$ cat config.mk
export PLATFORM = sky130hd
export DESIGN_NAME = mul_seq_flat
export DESIGN_NICKNAME = d
export VERILOG_FILES = /design/src/rtl/mul_seq_pkg.sv /design/src/rtl/mul_seq_if.sv /design/src/rtl/mul_seq_step.sv /design/src/rtl/mul_seq.sv /design/src/flat_wrapper.sv
export SDC_FILE = /design/constraint.sdc
export NUM_CORES = 1
export LEC_CHECK = 0
export ABC_CLOCK_PERIOD_IN_PS = 12000
export CORE_MARGIN = 10
export CORE_UTILIZATION = 62
export DETAILED_ROUTE_END_ITERATION = 16
export HOLD_SLACK_MARGIN = 0.12
export MAX_ROUTING_LAYER = met4
export PLACE_DENSITY = 0.86
export SLEW_MARGIN = 20
export SYNTH_ARGS = -nofsm -noshare
export SYNTH_HDL_FRONTEND = slang
export SYNTH_SLANG_ARGS = --single-unit
$ cat constraint.sdc
create_clock -name clk -period 12 [get_ports clk]
set_input_delay 2.4 -clock clk [delete_from_list [all_inputs] [get_ports clk]]
set_output_delay 2.4 -clock clk [all_outputs]
set_load 0.05 [all_outputs]
$ cat src/rtl/mul_seq_pkg.sv
// mul_pkg: shared constants and types for the sequential multiplier.
//   MUL_WIDTH - default operand width (product is 2*MUL_WIDTH bits)
//   CNT_W     - step counter width for MUL_WIDTH
//   state_t   - FSM state encoding
package mul_pkg;

   localparam int MUL_WIDTH = 32;
   localparam int CNT_W     = $clog2(MUL_WIDTH);

   typedef enum logic {
      ST_IDLE = 1'b0,
      ST_RUN  = 1'b1
   } state_t;

endpackage

$ cat src/rtl/mul_seq_if.sv
// mul_seq_if: operand/result bundle of the sequential multiplier.
//   a, b, sign, start : request side (master drives)
//   hi, lo, busy, done: result/status side (slave drives)
interface mul_seq_if
   import mul_pkg::*;
#(
   parameter int WIDTH = MUL_WIDTH
) ();

   logic [WIDTH-1:0] a;
   logic [WIDTH-1:0] b;
   logic             sign;
   logic             start;
   logic [WIDTH-1:0] hi;
   logic [WIDTH-1:0] lo;
   logic             busy;
   logic             done;

   modport master (
      output a, b, sign, start,
      input  hi, lo, busy, done
   );

   modport slave (
      input  a, b, sign, start,
      output hi, lo, busy, done
   );

endinterface

$ cat src/rtl/mul_seq_step.sv
// mul_step: one combinational radix-2 shift-add iteration.
//   acc_hi     - upper half of the accumulator
//   acc_lo     - accumulator bits [WIDTH-1:1] (bit 0 is always zero before a step)
//   mcand      - multiplicand magnitude
//   mplier     - remaining multiplier bits (LSB selects the add)
//   acc_nxt    - accumulator after add and right shift (carry shifted in)
//   mplier_nxt - multiplier shifted right by one
module mul_step #(
   parameter int WIDTH = 32
) (
   input  logic [WIDTH-1:0]   acc_hi,
   input  logic [WIDTH-2:0]   acc_lo,
   input  logic [WIDTH-1:0]   mcand,
   input  logic [WIDTH-1:0]   mplier,
   output logic [2*WIDTH-1:0] acc_nxt,
   output logic [WIDTH-1:0]   mplier_nxt
);

   logic [WIDTH:0] sum;

   always_comb begin
      sum        = {1'b0, acc_hi} + {1'b0, (mplier[0] ? mcand : '0)};
      // {carry, acc} >> 1: the vacated low bit 0 simply drops out
      acc_nxt    = {sum, acc_lo};
      mplier_nxt = {1'b0, mplier[WIDTH-1:1]};
   end

endmodule

$ cat src/rtl/mul_seq.sv
// mul_seq: iterative radix-2 shift-add multiplier (MULT/MULTU).
//   clk  - rising-edge clock
//   rst  - asynchronous active-low reset
//   bus  - mul_seq_if.slave: a, b, sign, start in; hi, lo, busy, done out
// Operands are converted to magnitudes on accept, multiplied unsigned over
// WIDTH steps, and the sign is restored on the final step.
// Build option: MUL_SEQ_EARLY_TERM_EN finishes as soon as the remaining
// multiplier bits are all zero (results unchanged, latency 1..WIDTH).
module mul_seq
   import mul_pkg::*;
#(
   parameter int WIDTH = MUL_WIDTH
) (
   input  logic      clk,
   input  logic      rst,
   mul_seq_if.slave  bus
);

   localparam int CW = $clog2(WIDTH);

   state_t             state;
   logic [WIDTH-1:0]   mcand;
   logic [WIDTH-1:0]   mplier;
   // Bit 0 of the accumulator is never nonzero between steps, so it is not stored
   logic [2*WIDTH-1:1] acc_q;
   logic [CW-1:0]      count;
   logic               neg;
   logic [WIDTH-1:0]   hi_q;
   logic [WIDTH-1:0]   lo_q;
   logic               busy_q;
   logic               done_q;

   logic [2*WIDTH-1:0] acc_nxt;
   logic [WIDTH-1:0]   mplier_nxt;
   logic [WIDTH-1:0]   a_mag;
   logic [WIDTH-1:0]   b_mag;
   logic               finish;
   logic [2*WIDTH-1:0] prod;
   logic [2*WIDTH-1:0] result;

   mul_step #(.WIDTH(WIDTH)) u_step (
      .acc_hi     (acc_q[2*WIDTH-1:WIDTH]),
      .acc_lo     (acc_q[WIDTH-1:1]),
      .mcand      (mcand),
      .mplier     (mplier),
      .acc_nxt    (acc_nxt),
      .mplier_nxt (mplier_nxt)
   );

   always_comb begin
      a_mag = (bus.sign && bus.a[WIDTH-1]) ? ('0 - bus.a) : bus.a;
      b_mag = (bus.sign && bus.b[WIDTH-1]) ? ('0 - bus.b) : bus.b;
`ifdef MUL_SEQ_EARLY_TERM_EN
      // Skip the remaining all-zero multiplier steps with one variable shift
      finish = (count == CW'(WIDTH-1)) || (mplier_nxt == '0);
      prod   = acc_nxt >> (CW'(WIDTH-1) - count);
`else
      finish = (count == CW'(WIDTH-1));
      prod   = acc_nxt;
`endif
      result = neg ? ('0 - prod) : prod;
   end

   always_ff @(posedge clk or negedge rst) begin
      if (!rst) begin
         state  <= ST_IDLE;
         mcand  <= '0;
         mplier <= '0;
         acc_q  <= '0;
         count  <= '0;
         neg    <= 1'b0;
         hi_q   <= '0;
         lo_q   <= '0;
         busy_q <= 1'b0;
         done_q <= 1'b0;
      end else begin
         done_q <= 1'b0;
         case (state)
            ST_IDLE: begin
               if (bus.start) begin
                  mcand  <= a_mag;
                  mplier <= b_mag;
                  neg    <= bus.sign & (bus.a[WIDTH-1] ^ bus.b[WIDTH-1]);
                  acc_q  <= '0;
                  count  <= '0;
                  busy_q <= 1'b1;
                  state  <= ST_RUN;
               end
            end
            ST_RUN: begin
               acc_q  <= acc_nxt[2*WIDTH-1:1];
               mplier <= mplier_nxt;
               count  <= count + 1'b1;
               if (finish) begin
                  {hi_q, lo_q} <= result;
                  busy_q       <= 1'b0;
                  done_q       <= 1'b1;
                  state        <= ST_IDLE;
               end
            end
            default: state <= ST_IDLE;
         endcase
      end
   end

   assign bus.hi   = hi_q;
   assign bus.lo   = lo_q;
   assign bus.busy = busy_q;
   assign bus.done = done_q;

endmodule

$ cat src/flat_wrapper.sv
// flat-port wrapper written by rule: the top's interface ports become plain ports
module mul_seq_flat import mul_pkg::*;
#(
   parameter int WIDTH = MUL_WIDTH
)
  (clk, rst, bus_a, bus_b, bus_sign, bus_start, bus_hi, bus_lo, bus_busy, bus_done);
  mul_seq_if #(.WIDTH(WIDTH)) bus_i ();
  input  logic clk;
  input  logic rst;
  input wire logic [$bits(bus_i.a)-1:0] bus_a;
  input wire logic [$bits(bus_i.b)-1:0] bus_b;
  input wire logic [$bits(bus_i.sign)-1:0] bus_sign;
  input wire logic [$bits(bus_i.start)-1:0] bus_start;
  output wire logic [$bits(bus_i.hi)-1:0] bus_hi;
  output wire logic [$bits(bus_i.lo)-1:0] bus_lo;
  output wire logic [$bits(bus_i.busy)-1:0] bus_busy;
  output wire logic [$bits(bus_i.done)-1:0] bus_done;
  assign bus_i.a = bus_a;
  assign bus_i.b = bus_b;
  assign bus_i.sign = bus_sign;
  assign bus_i.start = bus_start;
  assign bus_hi = bus_i.hi;
  assign bus_lo = bus_i.lo;
  assign bus_busy = bus_i.busy;
  assign bus_done = bus_i.done;
  mul_seq #(.WIDTH(WIDTH)) u_core (.clk(clk), .rst(rst), .bus(bus_i));
endmodule
==> impl_metrics.yaml, run 1 <==
cts:
  cts_hold_buf: 0
  clk-insertion-delay-late_ps: 460
  tritoncts: "built"
  cts_root_buffer: "clkbuf_16"
  cts_setup_buffers: 0
  ctsResizeCount: 0
  clkSinkCount: 200
  path_clk_slew_ps: 80
  h-tree-depth: 4
  cts_buffer_depth: 2
  cts_buffers: 17
route:
  ant_nets: 0
  drt_first_iter_violations: 889
  drc: 0
  dr.pass1.iters: 6
  vias_per_cell: 6.067
  avgRoutedWirePerCell_um: 17.29
  wl_um: 32190
  vias: 11300
final_layout:
  stdcell_area_mm2: 0.01463
  layout.nets: 1685
  syn2layout_area_growth_pct: 16.09
  drive_above_1_share: 0.03894
  n_antenna_cell: 0
  post-route-util: 0.7275
critical_path:
  endpoint_kind: "flop"
  critPathArrivalTime_ps: 5540
  path_cells: "clkdlybuf4s50_1, or4_1, or3_1, nor4_1, a31oi_1, a21oi_1, xnor2_1, mux2i_1, o21ai_0"
  rrSetupSlack_ps: 7030
  critPathMaxStageDelay_ps: 680
  r2r_cells: 13
  setup.worst_path.start_class: "input port"
  reg2reg_to: "u_core.bus.hi[28]"
  crit_type: "in2reg"
  critPathMaxFanout: 6
  required_ps: 12360
  path_buf_inv: 1
  reg2reg_from: "u_core.mplier[0]"
  crit_family: "simple AND/OR/NAND/NOR gates"
  crit_path_top_delay_cell: "nor4_1"
floorplan:
  rows: 52
  boundaryPins: 134
  fp.dieArea_mm2: 0.02642
  die_y_um: 162.5
  die_w_um: 162.5
  core_area_mm2: 0.02010
  start_util: 0.6266
sta:
  finalCriticalPeriod_ps: 5178
  setup_violations: 0
  maxSlewHeadroom: 0.2095
  min_period_over_period: 0.4315
  slew_viol_final: 0
  hold_violations: 0
  setup_ws_ps: 6822
  worstMarginPinSlew_ps: 1178
  rsz0062_at_grt: "no"
  skew_ps: 16.41
  clock.fmax_mhz: 193.1
  tns_ps: 0
yosys:
  synthDominantCellAreaShare: 0.3973
  synth_xor_area_frac: 0.09594
  yosys_warnings: 0
  synth.area.mux_share: 0.006356
  synth_cell_types: 67
  synth-main-ff-cell: "dfrtp_1"
  synth_top_family_by_area: "compound AO/OA/AOI/OAI gates"
  synth-simple-area-share: 0.1951
  syn_nets: 1611
  syn_avg_cell_area_um2: 8.371
  synth_top_area_cell: "dfrtp_1"
  async_reset_ff_frac: 1.000
  synth_compound_area_frac: 0.2321
  syn_area_mm2: 0.01260
  yosys.area_share.adder: 0.03834
  seq_area_frac_synth: 0.3973
  yosys_register_bits: 200
  synth.area.top_cells: "dfrtp_1, o21ai_0, nand2_1"
  synthCells: 1505
  synth_edf_count: 0
global_route:
  overflow: 0
  antenna_found_initial: 0
  grt_max_degree: 129
  track_usage: 0.2485
  grt_pass1_vias: 10890
  grt_pass1_wl_um: 53720
min_path:
  min_to: "u_core.mcand[7]"
  hp-start: "u_core.mcand[7]"
  hold_class: "reg2reg"
  holdPathStages: 2
place:
  port_buffers: 133
  dpl.hpwl_um: 23480
  placed_area_mm2: 0.01402
  dp_slack_ps: 6366
  place_congestion: 0.9765
job:
  maxCapViolations: 0
run_status:
  status: "finished, final reports clean"
power_and_ir_drop:
  powerDensity_mw_per_mm2: 236.3
  worst_ir_drop_vdd_mv: 0.1178
  power.leakage_nw: 6.213
cell usage in the layout, fill, tap and decap left out, types with 5 or more instances in the layout:
cell / count
and2_1: 42
clkbuf_16: 17
nor4_1: 12
nand4_1: 9
a211oi_1: 15
clkdlybuf4s50_1: 131
a21o_1: 13
nor2_1: 59
or2_2: 5
a31oi_1: 9
o211ai_1: 6
nand2_1: 291
o21ai_0: 243
and3_1: 7
xnor2_1: 51
a21oi_1: 67
xor2_1: 87
o41ai_1: 15
mux2i_1: 8
nand3_1: 16
a22o_1: 33
dfrtp_1: 199
nand2b_1: 8
ha_1: 37
nor3_1: 28
inv_1: 23
buf_4: 11
o31ai_1: 27
or3_1: 16
or4_1: 16
cell families after synthesis:
family	count (synthesis)
AO/OA/AOI/OAI	477
XOR/XNOR	138
adder cells (fa/ha/maj)	38
buffers and inverters	113
flip-flops	200
multiplexers	8
AND/OR/NAND/NOR	531
flip-flops by register name (all words and copies together) (netlist names), 5 cells and up:
name and count:
u_core.acc_q 63, u_core.bus.hi 32, u_core.bus.lo 32, u_core.count 5, u_core.mcand 32, u_core.mplier 32
cell usage after synthesis (3+ instances only):
| cell | n |
|---|---|
| nor4_1 | 12 |
| o211a_1 | 3 |
| clkbuf_1 | 78 |
| o31ai_1 | 27 |
| a21o_1 | 13 |
| a21oi_1 | 67 |
| o21ai_0 | 243 |
| a211oi_1 | 15 |
| a21boi_0 | 3 |
| a211o_1 | 4 |
| dfrtp_1 | 200 |
| a22o_1 | 33 |
| mux2i_1 | 8 |
| buf_1 | 8 |
| inv_1 | 23 |
| xnor2_1 | 51 |
| nor3b_1 | 3 |
| and4_1 | 3 |
| nand3_1 | 16 |
| a31oi_1 | 9 |
| o211ai_1 | 6 |
| nand4_1 | 9 |
| xor2_1 | 87 |
| or4_1 | 16 |
| or3_1 | 16 |
| a2111oi_0 | 3 |
| o21ai_1 | 3 |
| o21a_1 | 4 |
| nand2_1 | 292 |
| a221o_1 | 3 |
| and3_1 | 7 |
| and3b_1 | 4 |
| o21bai_1 | 4 |
| nor2_1 | 60 |
| ha_1 | 37 |
| nand2b_1 | 8 |
| nor3_1 | 28 |
| and2_1 | 42 |
| or2_2 | 5 |
| o41ai_1 | 15 |
worst min-delay path: stages, from the launching register on:
cell and delay (ps):
dfrtp_1 340, nand2_1 40, o21ai_0 50
cell type report:
cell class / instances / area, um^2
sequential: 200 / 5009
clock buffer: 17 / 425.4
inverter: 24 / 90.09
timing repair buffer: 144 / 1413
clock inverter: 15 / 173.9
multi-input combinational: 1192 / 7177
tap: 270 / 337.8
fill: 1594 / 5479
report_power, final:
part	leakage (nW)	internal, mW	switching (mW)
sequential	2.61	0.947	0.219
combinational	3.32	0.620	1.09
clock	0.290	0.282	0.299
total	6.21	1.85	1.61
layer usage:
layer  part of all wire  track usage  routed length (um)  vias to the layer above
met4              0.012      0.06189                 378                        0
li1                   -            -                   -                     5510
met3              0.063      0.04019                2029                       40
met2               0.47       0.3837               14970                      373
met1               0.46       0.3367               14810                     5374
met5                  0            -                   0                        -
worst max-delay path by stage:
stage	from	to	cells past startpoint
after floorplan	bus_b[5]	u_core.mplier[18]	9
after global placement	bus_b[4]	u_core.mplier[18]	10
after detailed placement	bus_b[2]	u_core.mplier[20]	10
after CTS	bus_b[2]	u_core.mplier[30]	9
after global routing	bus_b[2]	u_core.mplier[20]	10
final	bus_b[2]	u_core.mplier[30]	9
per-stage QoR:
| stage | hold slack [ps] | power, mW | instances |
|---|---|---|---|
| final | 475.1 | 3.456 | 1862 |
| after global routing | 497.9 | 3.696 | 1862 |
| after CTS | 480.9 | 3.452 | 1862 |
| after detailed placement | 463.3 | 2.861 | 1830 |
| after global placement | 453.4 | 2.803 | 1830 |
| after floorplan | 441.8 | 2.340 | 1505 |
(Power assumes the default switching activity.)
==> run 2, diff against run 1 <==
ABC_CLOCK_PERIOD_IN_PS = 4600   (was 12000)
CORE_UTILIZATION = 52   (was 62)
PLACE_DENSITY = 0.77   (was 0.86)
clock period = 4.6 ns   (was 12 ns; I/O delays follow)
==> run 2 against run 1 <==
Final area grew 3.0%. Critical path depth rose by 4. Power increased to 2.7 times the previous value. Clock power grew to 2.7 times the previous value. Worst hold slack better by 2.5 ps. Via count up 1.6%. Combinational power rose to 2.8 times the previous value. Register-to-register slack got worse by 6800 ps. First-iteration DRC count is 6.7% higher. Critical endpoint is now u_core.bus.hi[24].
==> impl_metrics.yaml, run 2 (same netlist as run 1, synthesis figures left out) <==
critical_path:
  setup.worst_path.start_class: "flop"
  required_ps: 4890
  critPathMaxFanout: 12
  path_cells: "and2_1, ha_1, fa_1, a21o_1, a221o_2, a221oi_4, xnor2_1, a2111o_1, or3_4, or4_4, o41a_1, xnor2_1, o21ai_1"
  cp-startpoint: "u_core.mplier[0]"
  crit_path_frequent_cell: "xnor2_1"
  rrSetupSlack_ps: 200
  crit_path_top_delay_cell: "or4_4"
  crit_type: "reg2reg"
  endpoint_kind: "flop"
  path_buf_inv: 0
  critPathArrivalTime_ps: 4690
  critPathMaxStageDelay_ps: 570
  crit_family: "compound AO/OA/AOI/OAI gates"
  reg2reg_from: "u_core.mplier[0]"
floorplan:
  fp.dieArea_mm2: 0.03085
  start_util: 0.5320
  die_w_um: 175.7
  core_area_mm2: 0.02368
  die_y_um: 175.7
  boundaryPins: 134
  rows: 56
place:
  port_buffers: 133
  placed_area_mm2: 0.01441
  place_congestion: 0.9639
  dpl.hpwl_um: 25740
  dp_slack_ps: 131.0
  placed_cells: 1923
final_layout:
  largest_reg_flops: 63
  seqCellArea_mm2: 0.005010
  stdcell_area_mm2: 0.01506
  syn2layout_area_growth_pct: 19.53
  n_fill_cell: 2135
  drive_above_1_share: 0.06964
  max_flop_register: "u_core.acc_q"
  final_cells: 1956
  final_common_cell: "nand2_1"
  layout.nets: 1730
  multi_input_area_mm2: 0.007191
  final_cell_mix: "nand2_1, o21ai_0, dfrtp_1, clkdlybuf4s50_1, xor2_1"
  n_antenna_cell: 0
route:
  vias_per_cell: 5.870
  dr.pass1.iters: 6
  wl_um: 34600
  drt_first_iter_violations: 949
  avgRoutedWirePerCell_um: 17.69
  vias: 11480
  ant_nets: 0
  drc: 0
power_and_ir_drop:
  p_seq_frac: 0.328
  p_int_mw: 5.006
  power.clock.fraction: 0.168
  switching_share: 0.4640
  powerDensity_mw_per_mm2: 620.2
  p_switching_mw: 4.334
  p_comb_frac: 0.504
  power.leakage_nw: 6.435
  worst_ir_drop_vdd_mv: 0.2982
global_route:
  grtUsageMet3: 0.03410
  use_met2: 0.3508
  track_usage: 0.2289
  grt_pass1_wl_um: 57240
  antenna_found_initial: 0
  overflow: 0
  grt_busiest_layer: "met2"
  grt_pass1_vias: 11200
  grt_use_met1: 0.3140
  grt_max_degree: 118
sta:
  hold_violations: 0
  setup_violations: 0
  setup_ws_ps: 200.5
  slew_viol_final: 0
  clock.fmax_mhz: 227.3
  tns_ps: 0
  skew_ps: 14.25
  finalCriticalPeriod_ps: 4400
  min_period_over_period: 0.9564
  rsz0062_at_grt: "no"
  worstMarginPinSlew_ps: 1044
  maxSlewHeadroom: 0.3025
  hold_slack_ps: 477.6
min_path:
  hold_class: "reg2reg"
  hp-start: "u_core.mcand[17]"
job:
  maxCapViolations: 0
cts:
  tritoncts: "built"
  h-tree-depth: 4
  clkSinkCount: 200
  path_clk_slew_ps: 80
  cts_root_buffer: "clkbuf_16"
  cts_buffers: 17
  clk-insertion-delay-late_ps: 440
  cts_buffer_depth: 2
run_status:
  status: "finished, final reports clean"
## run 2: cell count changes in the layout (fill, tap and decap cells not counted), sizes merged
cell	before	now
clkinvlp	1	2
clkinv	8	7
buf	12	57
## run 2: metal layers
layer  wire length, um  share of wire
met5                 0              0
met4               461          0.013
met3              2044          0.059
met2             15730           0.45
met1             16370           0.47
## run 2: stage by stage
step | power (mW) | utilization
floorplan | 6.104 | -
CTS | 9.322 | 0.6347
global route | 9.970 | 0.6359
global placement | 7.619 | 0.6085
finish | 9.339 | 0.6359
detailed placement | 7.734 | 0.6085
## run 2: what timing repair did
item | 4_1_cts | 5_1_grt
setup buffers | 0 | 1
hold endpoints to repair | 0 | 0
gates resized for setup | 0 | 6
hold buffers | 0 | 0
endpoints found under the setup margin | 0 | 5
## run 2: final cells by class
type	instances	share of cell area
multi-input combinational	1192	0.4775
sequential	200	0.3327
timing repair buffer	189	0.1162
clock inverter	15	0.01288
clock buffer	17	0.02825
inverter	24	0.005982
tap	319	0.02650
## run 2: final timing paths
check / to / cells past startpoint
max in group asynchronous: u_core.mplier[0] / 2
worst min register to register: u_core.mcand[17] / 2
min in group asynchronous: u_core.mplier[12] / 1
worst max-delay path: u_core.bus.hi[24] / 13
worst min-delay path: u_core.mcand[17] / 2
worst max register to register: u_core.bus.hi[24] / 13
## run 2: power by group through the flow
stage	Combinational [mW]	Clock, mW	Sequential, mW
after global placement	4.57	0	3.05
after floorplan	2.47	0	3.64
after global routing	5.15	1.66	3.15
after CTS	4.69	1.58	3.05
after detailed placement	4.66	0	3.08
final	4.71	1.56	3.07
## run 2: worst reg2reg max path, cell delays in order, from the launching register on
cell      delay, ps
dfrtp_2         490
and2_1          170
ha_1            210
fa_1            390
a21o_1          180
a221o_2         430
a221oi_4        310
xnor2_1         130
a2111o_1        410
or3_4           360
or4_4           570
o41a_1          390
xnor2_1         140
o21ai_1          70
==> run 3, diff against run 2 <==
CORE_MARGIN = unset   (was 10)
==> run 3 against run 2 <==
Sequential share of layout area rose by 0.38 points. Cell count down 1.1%. Final area shrank 1.1%. Critical path depth up 1. Count of clock-buffer cells in the layout unchanged. Clock skew hardly changed. Utilization is 0.54 points lower. Critical endpoint unchanged.
==> impl_metrics.yaml, run 3 (same netlist as run 1, synthesis figures left out) <==
route:
  avgRoutedWirePerCell_um: 16.61
  drc: 0
  vias_per_cell: 5.793
  ant_nets: 0
  vias: 11200
  dr.pass1.iters: 6
  wl_um: 32130
  drt_first_iter_violations: 797
cts:
  cts_root_buffer: "clkbuf_16"
  clkSinkCount: 200
  h-tree-depth: 4
  tritoncts: "built"
  cts_buffer_depth: 2
  path_clk_slew_ps: 70
  cts_setup_buffers: 0
  ctsResizeCount: 0
  cts_hold_buf: 0
  clk-insertion-delay-late_ps: 450
  cts_buffers: 17
power_and_ir_drop:
  finalPower_mw: 9.156
  powerDensity_mw_per_mm2: 615.1
  power.leakage_nw: 6.344
  worst_ir_drop_vdd_mv: 0.2709
sta:
  finalCriticalPeriod_ps: 4425
  slew_viol_final: 0
  clock.fmax_mhz: 226.0
  hold_violations: 0
  setup_violations: 0
  hold_slack_ps: 479.5
  rsz0062_at_grt: "no"
  tns_ps: 0
  min_period_over_period: 0.9620
  maxSlewHeadroom: 0.3674
  skew_ps: 14.26
  worstMarginPinSlew_ps: 946.7
global_route:
  grt_pass1_vias: 10350
  grt_pass1_wl_um: 52500
  grt_max_degree: 109
  overflow: 0
  track_usage: 0.2731
  antenna_found_initial: 0
final_layout:
  final_common_cell: "nand2_1"
  stdcell_area_mm2: 0.01489
  drive_above_1_share: 0.05325
  largest_reg_flops: 63
  n_antenna_cell: 0
  max_flop_register: "u_core.acc_q"
  post-route-util: 0.6305
  final_cell_mix: "nand2_1, o21ai_0, dfrtp_1, clkdlybuf4s50_1, xor2_1"
  n_fill_cell: 2062
  syn2layout_area_growth_pct: 18.16
  layout.nets: 1708
job:
  maxCapViolations: 0
place:
  dpl.hpwl_um: 23850
  port_buffers: 133
  place_congestion: 0.9388
  placed_area_mm2: 0.01427
critical_path:
  setup.worst_path.start_class: "flop"
  path_buf_inv: 2
  r2r_cells: 14
  worst-path-stages: 14
  crit_type: "reg2reg"
  endpoint_kind: "flop"
  crit_path_top_delay_cell: "or4_4"
  critPathArrivalTime_ps: 4720
  crit_family: "compound AO/OA/AOI/OAI gates"
  path_cells: "buf_4, and2_1, ha_1, a211oi_1, nor4_1, o21ai_0, buf_4, a211oi_1, a2111o_1, or3_4, or4_4, o41a_1, xnor2_1, o21ai_1"
  critPathMaxFanout: 11
  required_ps: 4900
  critPathMaxStageDelay_ps: 570
floorplan:
  fp.dieArea_mm2: 0.02485
  die_y_um: 157.7
  boundaryPins: 134
  core_area_mm2: 0.02361
  rows: 56
  start_util: 0.5335
  die_w_um: 157.7
run_status:
  status: "finished, final reports clean"
min_path:
  hold_class: "reg2reg"
  holdPathStages: 2
[run 3: final timing paths]
kind	start	end	slack, ps
setup / recovery	u_core.mplier[0]	u_core.bus.hi[24]	170
hold / removal	u_core.mcand[17]	u_core.mcand[17]	480
setup reg to reg	u_core.mplier[0]	u_core.bus.hi[24]	170
hold reg to reg	u_core.mcand[17]	u_core.mcand[17]	480
max in group asynchronous	rst	u_core.bus.lo[8]	3090
min in group asynchronous	rst	u_core.bus.hi[12]	540
[run 3: layout make-up]
cell class / instances / area [um^2] / share of cell area
Sequential cell: 200 / 5009 / 0.3364
Inverter: 24 / 90.09 / 0.006051
Clock inverter: 15 / 190.2 / 0.01278
Clock buffer: 17 / 425.4 / 0.02858
Timing Repair Buffer: 167 / 1598 / 0.1073
Tap cell: 319 / 399.1 / 0.02681
Multi-Input combinational cell: 1192 / 7176 / 0.4820
[run 3: routing by layer]
layer	up-vias	track usage	part of all wire
li1	5539	-	-
met1	5298	0.3868	0.48
met2	333	0.4110	0.45
met3	33	0.04270	0.056
met4	0	0.06195	0.013
met5	-	-	0
[run 3: where the power goes]
part | switching, mW | total (mW) | leakage, nW | internal [mW]
clock network | 0.803 | 1.55 | 0.295 | 0.749
logic | 2.85 | 4.54 | 3.44 | 1.69
registers | 0.593 | 3.06 | 2.61 | 2.47
[run 3: metrics by stage]
step,instances,worst slack (ps)
2_1_floorplan,1505,239.4
3_3_place_gp,1902,278.5
3_5_place_dp,1902,240.3
4_1_cts,1934,216.2
5_1_grt,1934,9.187
6_report,1934,174.6
[run 3: worst register-to-register path, cell delays in order (launching register included)]
cell and delay, ps:
dfrtp_1 380, buf_4 170, and2_1 170, ha_1 300, a211oi_1 510, nor4_1 150, o21ai_0 420, buf_4 200
a211oi_1 120, a2111o_1 330, or3_4 360, or4_4 570, o41a_1 400, xnor2_1 140, o21ai_1 70
